$ cat config.mk
export PLATFORM = sky130hd
export DESIGN_NAME = ps2_host_tx
export DESIGN_NICKNAME = d
export VERILOG_FILES = /design/src/rtl/ps2_host_tx.sv
export SDC_FILE = /design/constraint.sdc
export NUM_CORES = 1
export LEC_CHECK = 0
export BUFFER_PORTS_ARGS = -buffer_cell sky130_fd_sc_hd__buf_2
export CORE_ASPECT_RATIO = 1.5
export CORE_MARGIN = 2
export CORE_UTILIZATION = 50
export DETAILED_ROUTE_END_ITERATION = 10
export MAX_ROUTING_LAYER = met4
export PLACE_DENSITY = 0.7
export RECOVER_POWER = 100
export SLEW_MARGIN = 5
export SYNTH_ARGS = -nofsm -noshare
export SYNTH_HDL_FRONTEND = slang
export SYNTH_SLANG_ARGS = --single-unit
$ cat constraint.sdc
create_clock -name clk -period 2.9 [get_ports clk]
set_input_delay 0.145 -clock clk [delete_from_list [all_inputs] [get_ports clk]]
set_output_delay 0.145 -clock clk [all_outputs]
set_load 0.02 [all_outputs]
$ cat src/rtl/ps2_host_tx.sv
// Host-to-device PS/2 transmitter: filters the raw open-drain pins, runs the inhibit/request/bit/ack
// sequence for one command byte and reports completion or failure as one-cycle pulses.

module ps2_host_tx_filter #(
  parameter int DEBOUNCE = 8
) (
  input  logic clk,
  input  logic rst_n,
  input  logic pin_i,
  output logic level_o
);

  localparam int CW = (DEBOUNCE > 1) ? $clog2(DEBOUNCE) : 1;
  localparam logic [CW-1:0] CNT_LAST = CW'(DEBOUNCE - 1);

  logic [1:0]    sync_q;
  logic [CW-1:0] cnt_q, cnt_d;
  logic          level_q, level_d;

  // NOTE: every always_comb target gets a default first so no latch is inferred.
  always_comb begin
    cnt_d   = '0;
    level_d = level_q;
    if (sync_q[1] != level_q) begin
      if (cnt_q == CNT_LAST) begin
        level_d = sync_q[1];
      end else begin
        cnt_d = cnt_q + CW'(1);
      end
    end
  end

  // NOTE: clocked state uses non-blocking assignments so every register samples pre-edge values.
  always_ff @(posedge clk or negedge rst_n) begin
    if (!rst_n) begin
      sync_q  <= 2'b11;
      cnt_q   <= '0;
      level_q <= 1'b1;
    end else begin
      sync_q  <= {sync_q[0], pin_i};
      cnt_q   <= cnt_d;
      level_q <= level_d;
    end
  end

  assign level_o = level_q;

endmodule

module ps2_host_tx #(
  parameter int INHIBIT_CYCLES = 10000,
  parameter int DEBOUNCE       = 8,
  parameter int TIMEOUT_CYCLES = 2000000
) (
  input  logic       clk,
  input  logic       rst_n,
  input  logic [7:0] i_data,
  input  logic       i_valid,
  output logic       o_ready,
  input  logic       ps2_clk_in,
  input  logic       ps2_data_in,
  output logic       ps2_clk_oe,
  output logic       ps2_data_oe,
  output logic       o_busy,
  output logic       o_done,
  output logic       o_err
);

  typedef enum logic [2:0] {
    S_IDLE,
    S_INHIBIT,
    S_REQ,
    S_SEND,
    S_ACK,
    S_WAIT_IDLE,
    S_DONE,
    S_ERR
  } state_t;

  localparam int CNT_MAX = (INHIBIT_CYCLES > TIMEOUT_CYCLES) ? INHIBIT_CYCLES : TIMEOUT_CYCLES;
  localparam int CNT_W   = $clog2(CNT_MAX + 1);
  localparam logic [CNT_W-1:0] INH_LAST = CNT_W'(INHIBIT_CYCLES - 1);
  localparam logic [CNT_W-1:0] INH_PRE  = CNT_W'(INHIBIT_CYCLES - 2);
  localparam logic [CNT_W-1:0] TMO_LAST = CNT_W'(TIMEOUT_CYCLES - 1);

  state_t           state_q, state_d;
  logic [CNT_W-1:0] cnt_q, cnt_d;
  logic [3:0]       bit_idx_q, bit_idx_d;
  logic [9:0]       frame_q, frame_d;
  logic             clk_oe_q, clk_oe_d;
  logic             data_oe_q, data_oe_d;
  logic             clk_prev_q;
  logic             clk_level, data_level, clk_fall;
  logic             timer_run;

  ps2_host_tx_filter #(.DEBOUNCE(DEBOUNCE)) u_clk_filter (
    .clk     (clk),
    .rst_n   (rst_n),
    .pin_i   (ps2_clk_in),
    .level_o (clk_level)
  );

  ps2_host_tx_filter #(.DEBOUNCE(DEBOUNCE)) u_data_filter (
    .clk     (clk),
    .rst_n   (rst_n),
    .pin_i   (ps2_data_in),
    .level_o (data_level)
  );

  // Strobe lands in the same cycle the filtered level flips.
  assign clk_fall = clk_prev_q & ~clk_level;

  always_comb begin
    state_d   = state_q;
    cnt_d     = cnt_q;
    bit_idx_d = bit_idx_q;
    frame_d   = frame_q;
    data_oe_d = data_oe_q;
    timer_run = 1'b0;

    unique case (state_q)
      S_IDLE: begin
        if (i_valid) begin
          state_d   = S_INHIBIT;
          frame_d   = {1'b1, ~^i_data, i_data};
          cnt_d     = '0;
          data_oe_d = (INHIBIT_CYCLES == 1);
        end
      end
      S_INHIBIT: begin
        if (cnt_q >= INH_LAST) begin
          state_d   = S_REQ;
          cnt_d     = '0;
          bit_idx_d = '0;
          data_oe_d = 1'b1;
        end else begin
          cnt_d = cnt_q + CNT_W'(1);
          if (cnt_q == INH_PRE) data_oe_d = 1'b1;
        end
      end
      S_REQ, S_SEND: begin
        if (clk_fall) begin
          // Frame order is d0..d7, parity, stop; the pin is driven with the inverted bit.
          data_oe_d = ~frame_q[bit_idx_q];
          bit_idx_d = bit_idx_q + 4'd1;
          cnt_d     = '0;
          state_d   = (bit_idx_q == 4'd9) ? S_ACK : S_SEND;
        end else begin
          timer_run = 1'b1;
        end
      end
      S_ACK: begin
        if (clk_fall) begin
          cnt_d   = '0;
          state_d = data_level ? S_ERR : S_WAIT_IDLE;
        end else begin
          timer_run = 1'b1;
        end
      end
      S_WAIT_IDLE: begin
        if (clk_level && data_level) begin
          state_d = S_DONE;
        end else begin
          timer_run = 1'b1;
        end
      end
      S_DONE:  state_d = S_IDLE;
      S_ERR:   state_d = S_IDLE;
      default: state_d = S_IDLE;
    endcase

    if (timer_run) begin
      if (cnt_q >= TMO_LAST) begin
        state_d = S_ERR;
      end else begin
        cnt_d = cnt_q + CNT_W'(1);
      end
    end

    if (state_d == S_ERR || state_d == S_IDLE) data_oe_d = 1'b0;
    clk_oe_d = (state_d == S_INHIBIT);
  end

  always_ff @(posedge clk or negedge rst_n) begin
    if (!rst_n) begin
      state_q    <= S_IDLE;
      cnt_q      <= '0;
      bit_idx_q  <= '0;
      frame_q    <= '0;
      clk_oe_q   <= 1'b0;
      data_oe_q  <= 1'b0;
      clk_prev_q <= 1'b1;
    end else begin
      state_q    <= state_d;
      cnt_q      <= cnt_d;
      bit_idx_q  <= bit_idx_d;
      frame_q    <= frame_d;
      clk_oe_q   <= clk_oe_d;
      data_oe_q  <= data_oe_d;
      clk_prev_q <= clk_level;
    end
  end

  assign o_ready     = (state_q == S_IDLE);
  assign o_busy      = (state_q != S_IDLE);
  assign o_done      = (state_q == S_DONE);
  assign o_err       = (state_q == S_ERR);
  assign ps2_clk_oe  = clk_oe_q;
  assign ps2_data_oe = data_oe_q;

endmodule

==> results.txt <==
Crit Path Max Fanout - 19
CTS tree - yes
VDD IR max - 0.0003414 V
CP endpoint kind - register
Sequential share of the synthesized area - 42.29%
Final wirelength - 7217 um
Layout cell share with drive strength beyond 1 - 17.86%
Clock latency on the worst-skew pair - 0.31 ns
Most frequent cells in the layout - 46 x dfrtp_1, 23 x nor2_1, 17 x nand2_1
Longest Clk Path Bufs - 2
Most used DFF post-synth - dfrtp_1
Number of warnings issued by yosys - 0
Pwr dens - 671.7 nW/um2
CP max-delay cell - dfstp_1
Post-route DRC - 0
Crit path largest cell delay - 0.73 ns
Crit path kind - reg2reg
Global-route wire length before repair - 11410 um
Initial DRC count - 143
RSZ-0062 raised after global routing - false
Cell count of the worst hold path - 2
Top-area cell type share of the netlist area - 36.46%
Max H-tree Level - 2
Fmax - 388.9 MHz
R2R cell count - 5
Run status - complete, no violations
Die Wd - 68.88 um
Final hold vios - 0
Required @ worst endpoint - 3.12 ns
Number of flops mapped to enable cells by yosys - 0
Worst-Margin Slew - 1.425 ns
GR Util All Layers - 22.71%
CTS buffer count - 5
Antenna viol nets, final - 0
# rows - 35
Final setup fails - 0
Post-CTS Resized - 0
Commonest non-fill, non-tap cell in the layout - dfrtp_1
Inserted Diodes - 0
IO Port Bufs - 18
Skew final - 0.006828 ns
Ports - 19
Core area - 6131 um2
Chip Height - 101.3 um
Gp weighted congestion - 0.8995
Area Overhead vs Synth - 8.522%
Vias per inst - 6.234
CP Buf/Inv Count - 0
Max Cap Viol - 0
Stages on the worst setup path - 5
Relative slew slack - 5.007%
Die area - 6978 um2
Grt total ovfl - 0
Largest cells by area after synthesis - dfrtp_1 36%, dfstp_2 5.8%, mux2_2 4.6%
Avg Inst Size Synth - 9.958 um2
Clk slew on worst S/H paths - 0.10 ns
Final period utilization - 88.68%
HP Class - in2reg
Final TNS setup - 0 ns
Crit-path leading delay family - compound AO/OA/AOI/OAI gates
Critical Path AT - 2.79 ns
Vias after detailed routing - 2556
Tmin final - 2.572 ns
Mapped Area - 3157 um2
Sink Count - 53
Setup WS post-layout - 0.3283 ns
NumNets Final - 356
Wire per inst - 17.60 um
Mapped Cells - 317
Pleak - 1.427 nW
Leading area contributor after synthesis - dfrtp_1
HPWL Detailed - 5294 um
Syn nets - 338
Starting Density - 51.49%
Fin. max-slew vios - 0
Flops & latches, synth - 53
Fraction of registers with async set/reset - 100.0%
Initial antenna violation count - 0
Pre-CTS setup slack - 0.3834 ns
Vias in the first global route - 2346
CP cell instances - nor2b_1 -> a221oi_2 -> o211a_1 -> nor2_1 -> o32ai_1
Post-synth cell types - 63
Setup bufs post-CTS - 0
Clk root buf - clkbuf_8
CP startpoint kind - register
DRT Pass-1 Iters - 4
Largest net degree at the start of global routing - 28
## through the flow
step           cell area (um2)  hold WS, ns  power [mW]  util [%]  std cells
2_1_floorplan             3157      -0.1506       1.591         -        317
3_3_place_gp              3294       0.1926       1.755     53.73        399
3_5_place_dp              3294       0.1870       1.777     53.73        399
4_1_cts                   3445      0.08144       2.316     56.18        410
5_1_grt                   3426      0.07163       2.449     55.88        410
6_report                  3426      0.08995       2.301     55.88        410
## cell type report
type                    count  area (um2)
fillers                   560        2705
multi-input cells         235        1682
flip-flops and latches     53        1335
repair buffers             26       143.9
well taps                  74       92.59
clock buffers               6       82.58
inverters                  14       52.55
clock inverters             2       37.54
## final timing paths
check                                                        from                                 to  slack [ns]
max in group asynchronous                                   rst_n                cnt_q[20]$_DFF_PN0_        0.85
min in group asynchronous                                   rst_n    u_clk_filter.cnt_q[2]$_DFF_PN0_        0.69
worst min-delay path                                    i_data[5]             frame_q[5]$_DFFE_PN0P_        0.09
worst max register to register   u_clk_filter.level_o$_DFFE_PN1P_                cnt_q[11]$_DFF_PN0_        0.33
worst max-delay path             u_clk_filter.level_o$_DFFE_PN1P_                cnt_q[11]$_DFF_PN0_        0.33
worst min register to register  u_data_filter.sync_q[0]$_DFF_PN1_  u_data_filter.sync_q[1]$_DFF_PN1_        0.36
## sequential cells by signal (all words and copies together), names as in the netlist
signal,count
u_clk_filter.cnt_q,3
frame_q,10
ps2_data_oe,1
bit_idx_q,4
u_data_filter.sync_q,2
u_clk_filter.sync_q,2
ps2_clk_oe,1
state_q,3
u_data_filter.cnt_q,3
u_data_filter.level_o,1
cnt_q,21
clk_prev_q,1
u_clk_filter.level_o,1
## logic make-up after synthesis
family                   count (synthesis)  share of synthesized area, %
AND/OR/NAND/NOR                        110                         19.58
XOR/XNOR                                13                         3.607
AO/OA/AOI/OAI                           88                         21.48
multiplexers                            16                         5.589
adder cells (fa/ha/maj)                  8                         3.171
flip-flops                              53                         42.29
buffers and inverters                   29                         4.281
## repair_timing
item,4_1_cts,5_1_grt
setup endpoints to repair,0,0
hold buffers,3,0
hold endpoints to repair,25,0
## synthesized netlist by cell type, drive strengths merged, types with 3 or more instances
master and instances:
or2 4, xnor2 12, a31o 4, nor3 13
nand4 8, nand3 6, and4 5, o22ai 3
o211ai 7, nor2b 4, dfrtp 46, o21ai 18
buf 9, o32ai 3, nor3b 5, inv 14
o211a 4, o2111ai 3, mux2i 3, nand2b 3
or3 4, a211oi 11, dfstp 7, and3 6
mux2 13, nand2 17, ha 8, a21oi 12
clkbuf 6, nor2 23
## per-layer routing
layer	track usage [%]	vias to the layer above	routed length (um)
li1	-	1217	-
met1	24.70	1238	2860
met2	39.50	79	3819
met3	2.667	22	277
met4	11.46	0	260
met5	-	-	0
## where the power goes
part	internal (mW)	leakage (nW)	switching [mW]	total (mW)
combinational	0.288	0.683	0.411	0.699
clock	0.281	0.0574	0.251	0.532
sequential	0.876	0.686	0.194	1.07
total	1.44	1.43	0.857	2.30
Note: power is estimated with default switching activity, not from simulation.
